===== src/rtl/enc_pkg.sv =====
// enc_pkg: shared widths and FSM state encoding for the sequential 8-to-3 encoder
package enc_pkg;
    localparam int ENC_N      = 8;
    localparam int ENC_CODE_W = 3;
    localparam logic IDLE = 1'b0;
    localparam logic BUSY = 1'b1;
endpackage


===== src/rtl/pri_enc8.sv =====
// pri_enc8: combinational 8-to-3 priority encoder with a one-hot clear mask for the selected bit
module pri_enc8 import enc_pkg::*; #(
    parameter bit PRIORITY_LSB = 1'b1
) (
    input  logic [ENC_N-1:0]      pending,
    output logic [ENC_CODE_W-1:0] code,
    output logic [ENC_N-1:0]      clr_mask
);
    // scan away from the winning end so the last hit is the priority index
    always_comb begin
        code = '0;
        for (int i = 0; i < ENC_N; i++) begin
            if (pending[PRIORITY_LSB ? ENC_N-1-i : i]) code = ENC_CODE_W'(PRIORITY_LSB ? ENC_N-1-i : i);
        end
        clr_mask = ENC_N'(1) << code;
    end
endmodule


===== src/rtl/encoder_8to3_seq.sv =====
// encoder_8to3_seq: streams the set-bit indices of each accepted vector; ENC_LAST_EN adds out_last
module encoder_8to3_seq import enc_pkg::*; #(
    parameter int N            = 8,
    parameter bit PRIORITY_LSB = 1'b1
) (
    input  logic                  clk,
    input  logic                  rst,
    input  logic                  in_valid,
    output logic                  in_ready,
    input  logic [N-1:0]          in_data,
    output logic                  out_valid,
    input  logic                  out_ready,
    output logic [ENC_CODE_W-1:0] out_code,
    output logic                  err_zero
`ifdef ENC_LAST_EN
    ,
    output logic                  out_last
`endif
);
    logic             state;
    logic [ENC_N-1:0] pending;
    logic [ENC_N-1:0] clr_mask;
    logic [ENC_N-1:0] remain;

    pri_enc8 #(.PRIORITY_LSB(PRIORITY_LSB)) u_pri (
        .pending  (pending),
        .code     (out_code),
        .clr_mask (clr_mask)
    );

    assign in_ready  = state == IDLE;
    assign out_valid = state == BUSY;
    assign remain    = pending & ~clr_mask;
`ifdef ENC_LAST_EN
    assign out_last  = out_valid && $onehot(pending);
`endif

    always_ff @(posedge clk) begin
        if (rst) begin
            state    <= IDLE;
            pending  <= '0;
            err_zero <= 1'b0;
        end else begin
            err_zero <= in_ready && in_valid && in_data == '0;
            if (in_ready && in_valid && in_data != '0) begin
                pending <= in_data;
                state   <= BUSY;
            end else if (out_valid && out_ready) begin
                pending <= remain;
                state   <= remain == '0 ? IDLE : BUSY;
            end
        end
    end
endmodule


===== config.mk =====
export PLATFORM = sky130hd
export DESIGN_NAME = encoder_8to3_seq
export DESIGN_NICKNAME = d
export VERILOG_FILES = /design/src/rtl/enc_pkg.sv /design/src/rtl/pri_enc8.sv /design/src/rtl/encoder_8to3_seq.sv
export SDC_FILE = /design/constraint.sdc
export NUM_CORES = 1
export LEC_CHECK = 0
export CAP_MARGIN = 20
export CORE_UTILIZATION = 41
export CTS_CLUSTER_SIZE = 14
export DETAILED_ROUTE_END_ITERATION = 10
export HOLD_SLACK_MARGIN = 0.02
export PLACE_DENSITY = 0.7
export SYNTH_ARGS = -nofsm -noshare
export SYNTH_HDL_FRONTEND = slang
export SYNTH_HIERARCHICAL = 1
export SYNTH_SLANG_ARGS = --single-unit

===== constraint.sdc =====
create_clock -name clk -period 1.5 [get_ports clk]
set_input_delay 0.45 -clock clk [delete_from_list [all_inputs] [get_ports clk]]
set_output_delay 0.45 -clock clk [all_outputs]
set_load 0.005 [all_outputs]

### After elaboration in Yosys (flattened, before gate mapping)

Index checks and enable logic that the tools add are counted.

* bits in registers: 10
* output and inout bits: 6
* input bits: 12
* latch bits: 0
* memories kept: 0
* memory bits (writable): 0
* word-level logic and storage cells: 28
* bits in read-only memories: 0

* shift operators: 1
* bitwise gates (word level): 3
* add/subtract/negate cells: 0
* multiplexer cells: 13
* equality and inequality tests: 0
* reduce and logical (&&, ||, !) cells: 8
* multiply operators: 0
* $lt $le $gt $ge: 0
* divide/modulo/power cells: 0

Operators with widths (count)
* $mux W3: 8
* $logic_not A8 Y1: 2
* $mux W8: 2
* $and A8 B8 Y8: 1
* $not A8 Y8: 1
* $reduce_bool A8 Y1: 1
* $shl A1 B3 Y8 const A: 1
* $logic_and A1 B1 Y1: 4
* $mux W1: 3
* $reduce_bool A2 Y1: 1
* $not A1 Y1: 1

### Depth between registers and ports, before layout

* depth after elaboration: 15
* depth in mapped cells: 6
* mapped depth without buffers: 5

### Modules after synthesis

The synthesis kept the hierarchy.

Modules (own cells, without submodules)
* encoder_8to3_seq: area each 498.0 sq um, times used 1, cells each 59, sequential area each 200.2 sq um
* pri_enc8: area each 168.9 sq um, times used 1, cells each 24, sequential area each 0.0 sq um

### Worst setup path before layout

OpenSTA, ideal clock, no wires.

* path kind: reg2reg
* start point: reg pending[0]
* end point: reg state (netlist: out_valid)
* setup slack: -0.069 ns
* clock period less this slack: 1.569 ns
* setup time: 0.126 ns
* stages on the path, launching flop included: 7
* arrival time: 1.443 ns
* required time: 1.374 ns
* path buffers: 1
* cell sequence: dfxtp_1 > buf_6 > nor4_4 > and3_1 > o221ai_1 > o41ai_1 > a21oi_1

* word-level cells in the longest chain between the ends: 8

Ends and longest elaborated chain
* start: declaration: line encoder_8to3_seq.sv:21 `logic [ENC_N-1:0] pending;`
* start signal: assignment: line encoder_8to3_seq.sv:46 `pending <= in_data;`
* start signal: assignment: line encoder_8to3_seq.sv:49 `pending <= remain;`
* $mux W3: line pri_enc8.sv:13 `if (pending[PRIORITY_LSB ? ENC_N-1-i : i]) code = ENC_CODE_W'(PRIORITY_LSB ? ENC_N-1-i : i);`
* $shl A1 B3 Y8: line pri_enc8.sv:15 `clr_mask = ENC_N'(1) << code;`
* net clr_mask[7]: line encoder_8to3_seq.sv:22 `logic [ENC_N-1:0] clr_mask;`
* $not A8 Y8: line encoder_8to3_seq.sv:33 `assign remain = pending & ~clr_mask;`
* $and A8 B8 Y8: line encoder_8to3_seq.sv:33
* $logic_not A8 Y1: line encoder_8to3_seq.sv:50 `state <= remain == '0 ? IDLE : BUSY;`
* $mux W1: line encoder_8to3_seq.sv:50
* $mux W1: line encoder_8to3_seq.sv:48 `end else if (out_valid && out_ready) begin`
* $mux W1: line encoder_8to3_seq.sv:45 `if (in_ready && in_valid && in_data != '0) begin`
* end signal: assignment: line encoder_8to3_seq.sv:50
* end: declaration: line encoder_8to3_seq.sv:20 `logic state;`

The timed path passes the listed nets, and every way through them passes these cells. The select of a mux whose other input is x is not followed.
A chain may end at the register's enable or synchronous reset.

### Final worst setup path

* start point: reg pending[0]
* end point: out out_code[0]

* word-level cells in the longest chain between the ends: 1

Ends and longest elaborated chain
* $mux W3: line pri_enc8.sv:13
* end: declaration: line encoder_8to3_seq.sv:13 `output logic [ENC_CODE_W-1:0] out_code,`

Every way passes these cells.

==> results.json <==
{
  "num-nets-final": 136,
  "end_kind": "primary output",
  "hpwlAfterDp_mm": 1.27,
  "synth_top_area_share_pct": 30.0,
  "synth-simple-area-share_pct": 28.1,
  "synth_seq_cells": 10,
  "io_buffers": 17,
  "syn_area_per_cell_sq_um": 8.03,
  "grt_start_max_net_pins": 10,
  "rsz0062_at_grt": "true",
  "max_stage_delay_ps": 400,
  "hold_violations": 0,
  "worstPathRequired_ps": 1050,
  "p_int_mw": 0.617,
  "gp_congestion": 0.838,
  "crit_type": "reg -> out",
  "cts_max_path_buffers": 2,
  "synth_fa_ha_area_share_pct": 0,
  "path_max_fanout": 7,
  "synth_top_family_by_area": "simple AND/OR/NAND/NOR gates",
  "ys_types": 28,
  "wirelength_mm": 2.40,
  "worst_slew_margin_rel_pct": 76.2,
  "timing.rr.end": "out_valid",
  "hold_class": "reg -> reg",
  "wl_met1_microns": 950,
  "fillers": 108,
  "pwr_density_cell_nw_per_um2": 773,
  "ys.flop_type": "dfxtp_1",
  "drc": 0,
  "holdPathEnd": "err_zero",
  "dr.pass1.iters": 4,
  "antenna_found_initial": 0,
  "synth_mux_area_share_pct": 12.0,
  "root_buffer": "clkbuf_4",
  "synthesis.area_sq_um": 667,
  "routed.top_layer": "met4",
  "power_frac_comb_pct": 37.3,
  "synth_area_leaders": "dfxtp_1, mux2i_1, nor2_1, a21oi_1, inv_1",
  "tritoncts": "done",
  "syn_nets": 95,
  "r2r_slack_ps": -110,
  "setup_violations": 6,
  "grt_first_pass_wirelength_mm": 3.56,
  "arrival_ps": 1230,
  "drv_slew": 0,
  "die_area_sq_um": 1790,
  "max_slew.worst_pin.slew_ps": 357,
  "placed_cells": 126,
  "vias": 791,
  "cp-start-kind": "register",
  "crit_chain": "and2b_2 -> nor2_2 -> o41ai_2 -> buf_2",
  "numCtsBuffers": 3,
  "max_clock_freq_ghz": 0.595,
  "whs_path_depth": 2,
  "synth_warnings": 6,
  "async_flop_share_pct": 0,
  "drive_above_1_share_pct": 49.6,
  "first_iter_violations": 22,
  "viasPerCell": 5.69,
  "p_seq_share_pct": 34.5,
  "dieWidth_microns": 42.3,
  "pwr-share-clk_pct": 28.2,
  "dr_wl_met3_microns": 138,
  "leakage_nw": 0.537,
  "drv_cap": 0,
  "final_cells": 139,
  "synth_xor_area_share_pct": 0,
  "whs_ps": 597,
  "yosys.area.top_type": "dfxtp_1",
  "fin_ws_ps": -182,
  "routedWlPerCell_microns": 17.2,
  "switching_power_mw": 0.285,
  "die_y_microns": 42.3,
  "hold_start": "out_valid",
  "swShare_pct": 31.6,
  "wl_met2_mm": 1.23,
  "synth_compound_area_share_pct": 18.4,
  "syn2layout_area_growth_pct": 74.9,
  "start_util_pct": 44.3,
  "reg2reg_depth": 7,
  "clk_latency_ps": 280,
  "path_clk_slew_ps": 70,
  "n_antenna_cell": 0,
  "vdd_drop_max_uv": 605,
  "r2r_start": "pending[0]",
  "period_minus_slack_ps": 1680,
  "synth_edf_count": 0,
  "synthCells": 83,
  "run_status": "finished with violations",
  "violations": "setup timing",
  "ys_seq_area_share_pct": 30.0,
  "htree_levels": 1,
  "finalCritPeriodShare_pct": 112,
  "io_pins": 18,
  "grt_overflow_total": 0,
  "grt_usage_pct": 27.9,
  "grt_pass1_vias": 761,
  "seq_area_sq_um": 220,
  "ant_nets": 0,
  "coreArea_sq_um": 1510,
  "finClkSkew_ps": 3.85,
  "num_rows": 14,
  "cts_sinks": 10,
  "multi_input_comb_area_sq_um": 526,
  "cpMaxStageDelayCell": "dfxtp_4"
}
==> placed cells by master, fill, tap and decap left out, types with 4 or more instances in the layout <==
master         count
buf_4             19
mux2i_1            8
a21oi_1            7
inv_1              9
dlygate4sd2_1     10
dfxtp_4            4
dfxtp_2            4
buf_6              4
nor2_1            10
==> worst max-delay path by stage <==
stage	slack, ps	end	start
after floorplan	2	out_valid	pending[2]
after global placement	-550	pending[4]	in_data[5]
after detailed placement	-610	pending[4]	in_data[5]
after CTS	-200	out_valid	pending[0]
after global routing	-240	out_code[0]	pending[6]
final	-180	out_code[0]	pending[0]
==> cell usage after synthesis (2+ instances only) <==
cell type  number
dfxtp_1        10
nor4_1          4
inv_1           9
o21ai_0         2
mux2i_1         8
buf_6           3
nor2_1         13
and3_1          3
nor3b_1         2
o41ai_1         2
a21oi_1         8
o22ai_1         2
nor2b_1         2
==> critical path, delay by kind of cell (launching register included) <==
family,cells,cell delay (ps)
compound gates,1,80
simple gates,2,340
buf+inv,1,130
flops,1,400
==> routing by layer <==
| metal | vias to the layer above | GRT usage (%) |
|---|---|---|
| li1 | 379 | - |
| met1 | 367 | 31.3 |
| met2 | 36 | 46.2 |
| met3 | 9 | 8.19 |
| met4 | 0 | 16.9 |
| met5 | - | 0 |
==> cells by family (layout without fill, tap and decap cells) <==
| family | Yosys count | after routing |
|---|---|---|
| buf+inv | 14 | 53 |
| flops | 10 | 10 |
| mux | 8 | 8 |
| simple gates | 32 | 32 |
| compound gates | 19 | 20 |
==> metrics by stage <==
stage | TNS [ps] | total power, mW | instance area (sq um) | util, % | setup WS, ps
3_5_place_dp | -6420 | 0.574 | 927 | 61.5 | -610
5_1_grt | -1080 | 0.943 | 1170 | 77.4 | -239
2_1_floorplan | 0 | 0.448 | 667 | - | 2.46
6_report | -585 | 0.902 | 1170 | 77.4 | -182
4_1_cts | -802 | 0.848 | 1080 | 71.7 | -199
3_3_place_gp | -5770 | 0.569 | 927 | 61.5 | -555
==> power groups by stage <==
stage / registers, mW / clock network, mW / logic, mW
2_1_floorplan: 0.306 / 0 / 0.142
3_3_place_gp: 0.311 / 0 / 0.258
3_5_place_dp: 0.311 / 0 / 0.263
4_1_cts: 0.307 / 0.252 / 0.289
5_1_grt: 0.314 / 0.269 / 0.360
6_report: 0.311 / 0.254 / 0.337
==> sequential cells by signal (all words and copies together) (netlist names) <==
name,count
err_zero,1
out_valid,1
pending,8
==> repair_timing <==
action | in CTS | in global routing
buffers inserted | 6 | 3
pin swaps | 9 | 8
gates cloned | 1 | 0
gates resized for setup | 43 | 20
endpoints found under the setup margin | 16 | 9
hold buffers | 0 | 0
==> area by class of cell <==
type | count | share of cell area, %
Multi-Input combinational cell | 60 | 45.1
Clock buffer | 4 | 3.11
Sequential cell | 10 | 18.9
Inverter | 9 | 2.90
Timing Repair Buffer | 40 | 28.3
Tap cell | 16 | 1.72
Power figures use the tool's default switching activity.
